File: src/rtl/imm_sequence_feeder.sv
// Queues host operands in a small FIFO and replays the immediate schedule
// (operand, 0, 0, 1, 0) per operand into the additive-inverse processor.
module imm_sequence_feeder #(
  parameter int WIDTH     = 4,
  parameter int DEPTH     = 4,
  parameter int OP_CYCLES = 5,
  parameter int ONE_SLOT  = 3
) (
  input  logic                       clk,
  input  logic                       reset_n,
  input  logic                       in_valid,
  input  logic [WIDTH-1:0]           in_data,
  output logic                       in_ready,
  output logic [WIDTH-1:0]           imm,
  output logic                       proc_reset,
  output logic                       busy,
  output logic                       op_done,
  output logic [7:0]                 ops_count,
  output logic [$clog2(DEPTH):0]     fifo_level
);

  localparam int AW = $clog2(DEPTH);
  localparam int SW = $clog2(OP_CYCLES);

  // Host handshake: an operand transfers on a rising edge where in_valid and
  // in_ready are both high; in_data/in_valid are held by the host until then.
  typedef enum logic {
    ST_IDLE = 1'b0,
    ST_RUN  = 1'b1
  } state_e;

  state_e           state_q, state_d;
  logic [SW-1:0]    slot_q, slot_d;
  logic [WIDTH-1:0] op_reg_q, op_reg_d;
  logic [7:0]       ops_q, ops_d;

  logic [WIDTH-1:0] mem_q [DEPTH];
  logic [AW-1:0]    wr_ptr_q, rd_ptr_q;
  logic [AW:0]      level_q, level_d;

  logic push, pop, last_slot, have_op;

  assign in_ready   = (level_q != (AW+1)'(DEPTH));
  assign push       = in_valid && in_ready;
  assign have_op    = (level_q != '0);
  assign last_slot  = (slot_q == SW'(OP_CYCLES-1));
  assign fifo_level = level_q;
  assign ops_count  = ops_q;

  always_comb begin
    state_d    = state_q;
    slot_d     = slot_q;
    op_reg_d   = op_reg_q;
    ops_d      = ops_q;
    pop        = 1'b0;
    imm        = '0;
    proc_reset = 1'b1;
    busy       = 1'b0;
    op_done    = 1'b0;
    case (state_q)
      ST_IDLE: begin
        if (have_op) begin
          pop      = 1'b1;
          op_reg_d = mem_q[rd_ptr_q];
          slot_d   = '0;
          state_d  = ST_RUN;
        end
      end
      ST_RUN: begin
        proc_reset = 1'b0;
        busy       = 1'b1;
        if (slot_q == '0) begin
          imm = op_reg_q;
        end else if (slot_q == SW'(ONE_SLOT)) begin
          imm = WIDTH'(1);
        end
        if (last_slot) begin
          op_done = 1'b1;
          ops_d   = ops_q + 8'd1;
          slot_d  = '0;
          // Chain straight into the next operation so proc_reset never pulses.
          if (have_op) begin
            pop      = 1'b1;
            op_reg_d = mem_q[rd_ptr_q];
          end else begin
            state_d = ST_IDLE;
          end
        end else begin
          slot_d = slot_q + SW'(1);
        end
      end
      default: state_d = ST_IDLE;
    endcase
  end

  always_comb begin
    level_d = level_q;
    if (push && !pop) begin
      level_d = level_q + (AW+1)'(1);
    end else if (pop && !push) begin
      level_d = level_q - (AW+1)'(1);
    end
  end

  always_ff @(posedge clk or negedge reset_n) begin
    if (!reset_n) begin
      state_q  <= ST_IDLE;
      slot_q   <= '0;
      op_reg_q <= '0;
      ops_q    <= '0;
      wr_ptr_q <= '0;
      rd_ptr_q <= '0;
      level_q  <= '0;
    end else begin
      state_q  <= state_d;
      slot_q   <= slot_d;
      op_reg_q <= op_reg_d;
      ops_q    <= ops_d;
      level_q  <= level_d;
      if (push) begin
        wr_ptr_q <= wr_ptr_q + AW'(1);
      end
      if (pop) begin
        rd_ptr_q <= rd_ptr_q + AW'(1);
      end
    end
  end

  // Storage needs no reset: an empty level makes stale entries unreachable.
  always_ff @(posedge clk) begin
    if (push) begin
      mem_q[wr_ptr_q] <= in_data;
    end
  end

endmodule

File: config.mk
export PLATFORM = sky130hd
export DESIGN_NAME = imm_sequence_feeder
export DESIGN_NICKNAME = d
export VERILOG_FILES = /design/src/rtl/imm_sequence_feeder.sv
export SDC_FILE = /design/constraint.sdc
export NUM_CORES = 1
export LEC_CHECK = 0
export BUFFER_PORTS_ARGS = -buffer_cell sky130_fd_sc_hd__buf_4
export CORE_ASPECT_RATIO = 0.7
export CORE_UTILIZATION = 56
export CTS_CLUSTER_DIAMETER = 30
export DETAILED_ROUTE_END_ITERATION = 12
export PLACE_DENSITY_LB_ADDON = 0.3
export SYNTH_ARGS = -nofsm -noshare
export SYNTH_HDL_FRONTEND = slang
export SYNTH_SLANG_ARGS = --single-unit
File: constraint.sdc
create_clock -name clk -period 2.5 [get_ports clk]
set_input_delay 0.125 -clock clk [delete_from_list [all_inputs] [get_ports clk]]
set_output_delay 0.125 -clock clk [all_outputs]
set_load 0.005 [all_outputs]
==> results of run 1 <==
[critical path, stage by stage (launching register included)]
cell and delay [ns]:
dfrtp_1 0.41, inv_1 0.07, ha_1 0.26, nand2_1 0.15, a21oi_4 0.17, inv_1 0.06, ha_1 0.20, inv_1 0.07
fa_1 0.40, mux2_2 0.27
[layer usage]
| layer | wire length (um) | global-route usage |
|---|---|---|
| met1 | 1400 | 0.277 |
| met2 | 1380 | 0.290 |
| met5 | 0 | 0 |
| met3 | 137 | 0.0682 |
| met4 | 34 | 0.0816 |
[final timing paths]
| kind | start | to | slack, ns | depth (start not counted) |
|---|---|---|---|---|
| worst max-delay path | slot_q[0] | fifo_level[1] | 0.33 | 9 |
| worst min-delay path | in_data[3] | mem_q[3][3] | 0.04 | 1 |
| worst max register to register | slot_q[0] | fifo_level[1] | 0.33 | 9 |
| worst min register to register | ops_count[7] | ops_count[7] | 0.48 | 1 |
| max in group asynchronous | reset_n | slot_q[1] | 1.99 | 2 |
| min in group asynchronous | reset_n | op_reg_q[2] | 0.27 | 2 |
[where the power goes]
group          switching (mW)  internal, mW
combinational           0.394         0.526
sequential              0.224         0.886
clock                   0.193         0.190
total                   0.811          1.60
[placed cells by master (no fill, tap or decap), types with 2 or more instances in the layout]
cell type	synthesis	layout
nor3b_1	3	3
clkinv_1	0	2
o31ai_1	2	2
nor3_1	2	2
edfxtp_1	16	16
inv_1	9	9
mux2_2	3	3
ha_1	9	9
xor2_1	7	7
nand2_1	6	6
nor2_1	4	4
nand3_1	5	5
clkbuf_8	0	5
xnor2_1	6	6
dfrtp_1	23	23
and2_1	4	4
buf_4	0	26
mux4_2	4	4
mux2_4	4	4
[flip-flops by register name, indices dropped and copies added, names as in the netlist]
name	cells
mem_q	16
ops_count	8
op_reg_q	4
fifo_level	3
slot_q	3
rd_ptr_q	2
wr_ptr_q	2
state_q	1
[cell type report]
type	count	area share
clock buffers	6	0.0346
flip-flops and latches	39	0.503
inverters	9	0.0161
repair buffers	27	0.0977
well taps	36	0.0215
multi-input cells	73	0.324
clock inverters	2	0.00358
[what timing repair did]
item	CTS	global route
hold endpoints to repair	23	0
setup buffers	0	0
hold buffers	1	0
[logic make-up after synthesis]
family / share of synthesized area
AOI/OAI and AO/OA: 0.0321
xor gates and xnor gates: 0.0636
adders and majority gates: 0.0741
buffers and inverters: 0.0307
DFF: 0.590
muxes: 0.108
and+or+nand+nor: 0.101
[stage by stage]
stage	util	worst slack (ns)	cell area [um^2]	power [mW]	hold slack [ns]
after floorplan	-	0.360	1790	1.72	-0.171
after global placement	0.688	0.431	2010	1.98	0.0279
after detailed placement	0.688	0.356	2010	2.05	0.0313
after CTS	0.718	0.332	2100	2.44	0.0332
after global routing	0.718	0.189	2100	2.59	0.0230
final	0.718	0.332	2100	2.41	0.0389
==> results.txt, run 1 <==
Nets - 172
hold crit path type - in -> reg
final setup fails - 0
Max Root-Sink Buffers - 2
H-tree depth - 2
biggest area consumer among synthesized cells - dfrtp_1
CTS tree - yes
count leader, synth - dfrtp_1
post-synthesis sequential area ratio - 0.590
Distinct cells, synth - 32
top cells by area, synth - dfrtp_1 32%, edfxtp_1 27%, ha_1 6.3%
IO Pins - 26
Worst Setup Path Type - reg -> reg
vias in the first global route - 1,026
Antenna diodes - 0
Multi-input gate area - 679 um^2
final hold vios - 0
Area Overhead vs Synth - 17.3%
RSZ-0062 raised after global routing - false
die width - 69.6 um
largest net degree at the start of global routing - 24
syn nets - 141
Fillers - 210
Synth Area per Inst - 14.4 um^2
initial antenna violation count - 0
Std-Cell Rows - 16
All-Layer GR Usage - 0.200
Syn. warnings - 0
via count - 1,028
DIE AREA - 0.00343 mm^2
leakage - 0.929 nW
post-synth top area share - 0.321
CTS Root Cell - clkbuf_8
Fin Clk Skew - 0.00604 ns
Clock Sinks - 39
Overflow after GRT - 0
minimum clock period - 2.17 ns
DP HPWL - 2.21 mm
Worst setup EP type - flop
post-CTS resize count - 0
first-pass GRT wire length - 4.95 mm
final std cells w/o fill - 192
Critical Path RT - 2.67 ns
ys flop type - dfrtp_1
Startpoint Class - flop
share of cells above drive strength 1 - 0.301
Placed Cells - 183
Achievable Freq - 461 MHz
outcome - complete, no violations
Initial Util - 0.613
drt wl/cell - 15.3 um
vias per inst - 5.35
core box area - 0.00292 mm^2
Num CTS Buffers - 5
Post-synth EDFFs - 16
setup TNS - 0 ns
die height - 49.3 um
final WL - 2.94 mm
Post-DRT Antenna Nets - 0
CTS clock-pin slew for the worst setup and hold paths - 0.07 ns
Max Cap Viol - 0
asr flop ratio synth - 0.590
GP Congestion - 0.760
Final Cycle Share - 0.867
CP Max Fanout - 6
Post-Syn Instances - 124
Peak VDD IR - 0.750 mV
DRT iter0 DRCs - 48
crit path DAT - 2.34 ns
first drt pass iteration count - 5
mapped cell area - 0.00179 mm^2
Worst-Skew Late Latency - 0.28 ns
Residual DRC - 0
Max-slew headroom - 0.762
I/O Buffers - 25
flops & latches, synth - 39
Commonest cells post-synth - 23 x dfrtp_1, 16 x edfxtp_1, 9 x ha_1, 9 x inv_1, 7 x xor2_1
pwr/cell area - 1150 mW/mm^2
sequential cell area - 0.00106 mm^2
Worst Tran Pin Value - 0.357 ns
Slew Viols, Final - 0
Note: power is estimated with default switching activity, not from simulation.
==> run 2: changes to the inputs <==
--- a/config.mk
+++ b/config.mk
@@ -6,7 +6,8 @@
 export NUM_CORES = 1
 export LEC_CHECK = 0
 export BUFFER_PORTS_ARGS = -buffer_cell sky130_fd_sc_hd__buf_4
-export CORE_ASPECT_RATIO = 0.7
+export CORE_ASPECT_RATIO = 1.2
+export CORE_MARGIN = 2
 export CORE_UTILIZATION = 56
 export CTS_CLUSTER_DIAMETER = 30
 export DETAILED_ROUTE_END_ITERATION = 12
==> run 2 against run 1 <==
Worst setup slack got worse by 0.012 ns; combinational power fell by 0.7%; global-route usage fell by 1.7 points; die area rose by 6.9%; worst hold slack improved by 0.16 ns; cell count rose by 2.1%; register-to-register slack barely moved; sequential cell count did not move; first-iteration DRC count fell by 42%; sequential power barely moved; wire length fell by 1.6%; critical path type unchanged; largest cell class unchanged; largest power group unchanged; highest routed layer unchanged.
==> results.txt, run 2 (same netlist as run 1, synthesis figures left out) <==
initial antenna violation count - 0 (unchanged)
final hold vios - 0 (unchanged)
first-pass GRT wire length - 4.92 mm (-0.57%)
CTS clock-pin slew for the worst setup and hold paths - 0.12 ns (+0.05 ns)
max reg flops - 16 (unchanged)
core box area - 0.00306 mm^2 (+4.5%)
Worst setup EP type - flop
Worst Setup Path Type - reg -> reg
Max-slew headroom - 0.751 (-0.0113)
Critical Path RT - 2.74 ns (+0.07 ns)
All-Layer GR Usage - 0.183 (-0.0165)
Peak VDD IR - 0.655 mV (-13%)
via count - 1,027 (-0.097%)
Std-Cell Rows - 22 (+6)
DIE AREA - 0.00367 mm^2 (+6.9%)
most frequent cells in the layout - 26 x buf_4, 23 x dfrtp_1, 16 x edfxtp_1
DRT iter0 DRCs - 28 (-42%)
Final Cycle Share - 0.872 (+0.00482)
Clock Sinks - 39 (unchanged)
largest net degree at the start of global routing - 24 (unchanged)
Num CTS Buffers - 5 (unchanged)
Nets - 176 (+2.3%)
Max Cap Viol - 0 (unchanged)
Post-DRT Antenna Nets - 0 (unchanged)
hold crit path type - in -> async
Fillers - 225 (+7.1%)
I/O Buffers - 25 (unchanged)
crit path DAT - 2.42 ns (+0.08 ns)
minimum clock period - 2.18 ns (+0.0120 ns)
Slew Viols, Final - 0 (unchanged)
outcome - complete, no violations
Worst Tran Pin Value - 0.374 ns (+0.0169 ns)
CTS tree - yes
drt wl/cell - 14.8 um (-3.6%)
final setup fails - 0 (unchanged)
die width - 55.6 um (-20%)
first drt pass iteration count - 4 (-1)
Fin Clk Skew - 0.00746 ns (+0.00142 ns)
RSZ-0062 raised after global routing - false
setup TNS - 0 ns (unchanged)
GP Congestion - 0.824 (+8.4%)
die height - 65.9 um (+34%)
CP Max Fanout - 6 (unchanged)
vias in the first global route - 1,118 (+9.0%)
pwr/cell area - 1100 mW/mm^2 (-4.2%)
H-tree depth - 2 (unchanged)
Overflow after GRT - 0 (unchanged)
Worst-Skew Late Latency - 0.34 ns (+0.06 ns)
final WL - 2.90 mm (-1.6%)
share of cells above drive strength 1 - 0.306 (+0.00497)
CTS Root Cell - clkbuf_4
Max Root-Sink Buffers - 2 (unchanged)
leakage - 0.934 nW (+0.50%)
CP dominant cell by count - inv_1
Initial Util - 0.586 (-0.0266)
leading cell type in the layout, fill and taps excluded - buf_4
Antenna diodes - 0 (unchanged)
Hold Worst Slack - 0.194 ns (+0.155 ns)
DP HPWL - 2.13 mm (-4.0%)
Residual DRC - 0 (unchanged)
CP max stage delay - 0.42 ns (about the same)
vias per inst - 5.24 (-2.1%)
IO Pins - 26 (unchanged)
Area Overhead vs Synth - 18.0%
Worst path slowest cell - dfrtp_1
Startpoint Class - flop
Top reg by flops - mem_q
total power - 2.33 mW (-3.6%)
CP cell instances - inv_1 > ha_1 > nand2_1 > a21oi_4 > inv_1 > ha_1 > inv_1 > fa_1 > mux2_2
Achievable Freq - 459 MHz (-0.55%)
run 2: worst max-delay path, delay by kind of cell (launching register included):
family / cells / cell delay [ns]
multiplexers: 1 / 0.27
flip-flops: 1 / 0.42
adder cells (fa/ha/maj): 3 / 0.84
AND/OR/NAND/NOR: 1 / 0.16
AO/OA/AOI/OAI: 1 / 0.18
buffers and inverters: 3 / 0.20
run 2: final cells by class:
cell class                 count  area (um^2)  share of cell area
clock buffer                   6         41.3              0.0195
clock inverter                 2         12.5             0.00592
sequential                    39         1060               0.500
multi-input combinational     73          679               0.321
inverter                       9         33.8              0.0160
timing repair buffer          31          245               0.116
tap                           36         45.0              0.0213
run 2: path summary, 6_finish.rpt:
path	startpoint	to	slack, ns	cells after the start
setup / recovery	slot_q[1]	fifo_level[1]	0.32	9
hold / removal	reset_n	ops_count[5]	0.19	2
setup reg to reg	slot_q[1]	fifo_level[1]	0.32	9
hold reg to reg	ops_count[7]	ops_count[7]	0.49	1
max in group asynchronous	reset_n	fifo_level[0]	2.07	2
min in group clk	in_valid	wr_ptr_q[0]	0.25	3
run 2: metrics by stage:
stage	utilization	instance area, um^2	setup slack (ns)	cells
floorplan	-	1790	0.360	124
global placement	0.658	2010	0.440	183
detailed placement	0.658	2010	0.312	183
CTS	0.692	2110	0.299	196
global route	0.692	2110	0.203	196
finish	0.692	2110	0.320	196
run 2: timing repair:
item	CTS	global route
hold buffers	5	0
gates resized for setup	0	0
setup buffers	0	0
setup endpoints to repair	0	0
endpoints found under the hold margin	39	0
run 2: layer usage:
metal  part of all wire  GRT usage  vias to the layer above
met3              0.036     0.0411                        5
met4              0.018      0.110                        0
li1                   -          -                      500
met1               0.39      0.198                      502
met2               0.55      0.327                       20
met5                  0          0                        -
run 2: report_power, final:
part,internal (mW),switching [mW]
sequential,0.884,0.215
clock,0.109,0.204
combinational,0.530,0.384
total,1.52,0.803
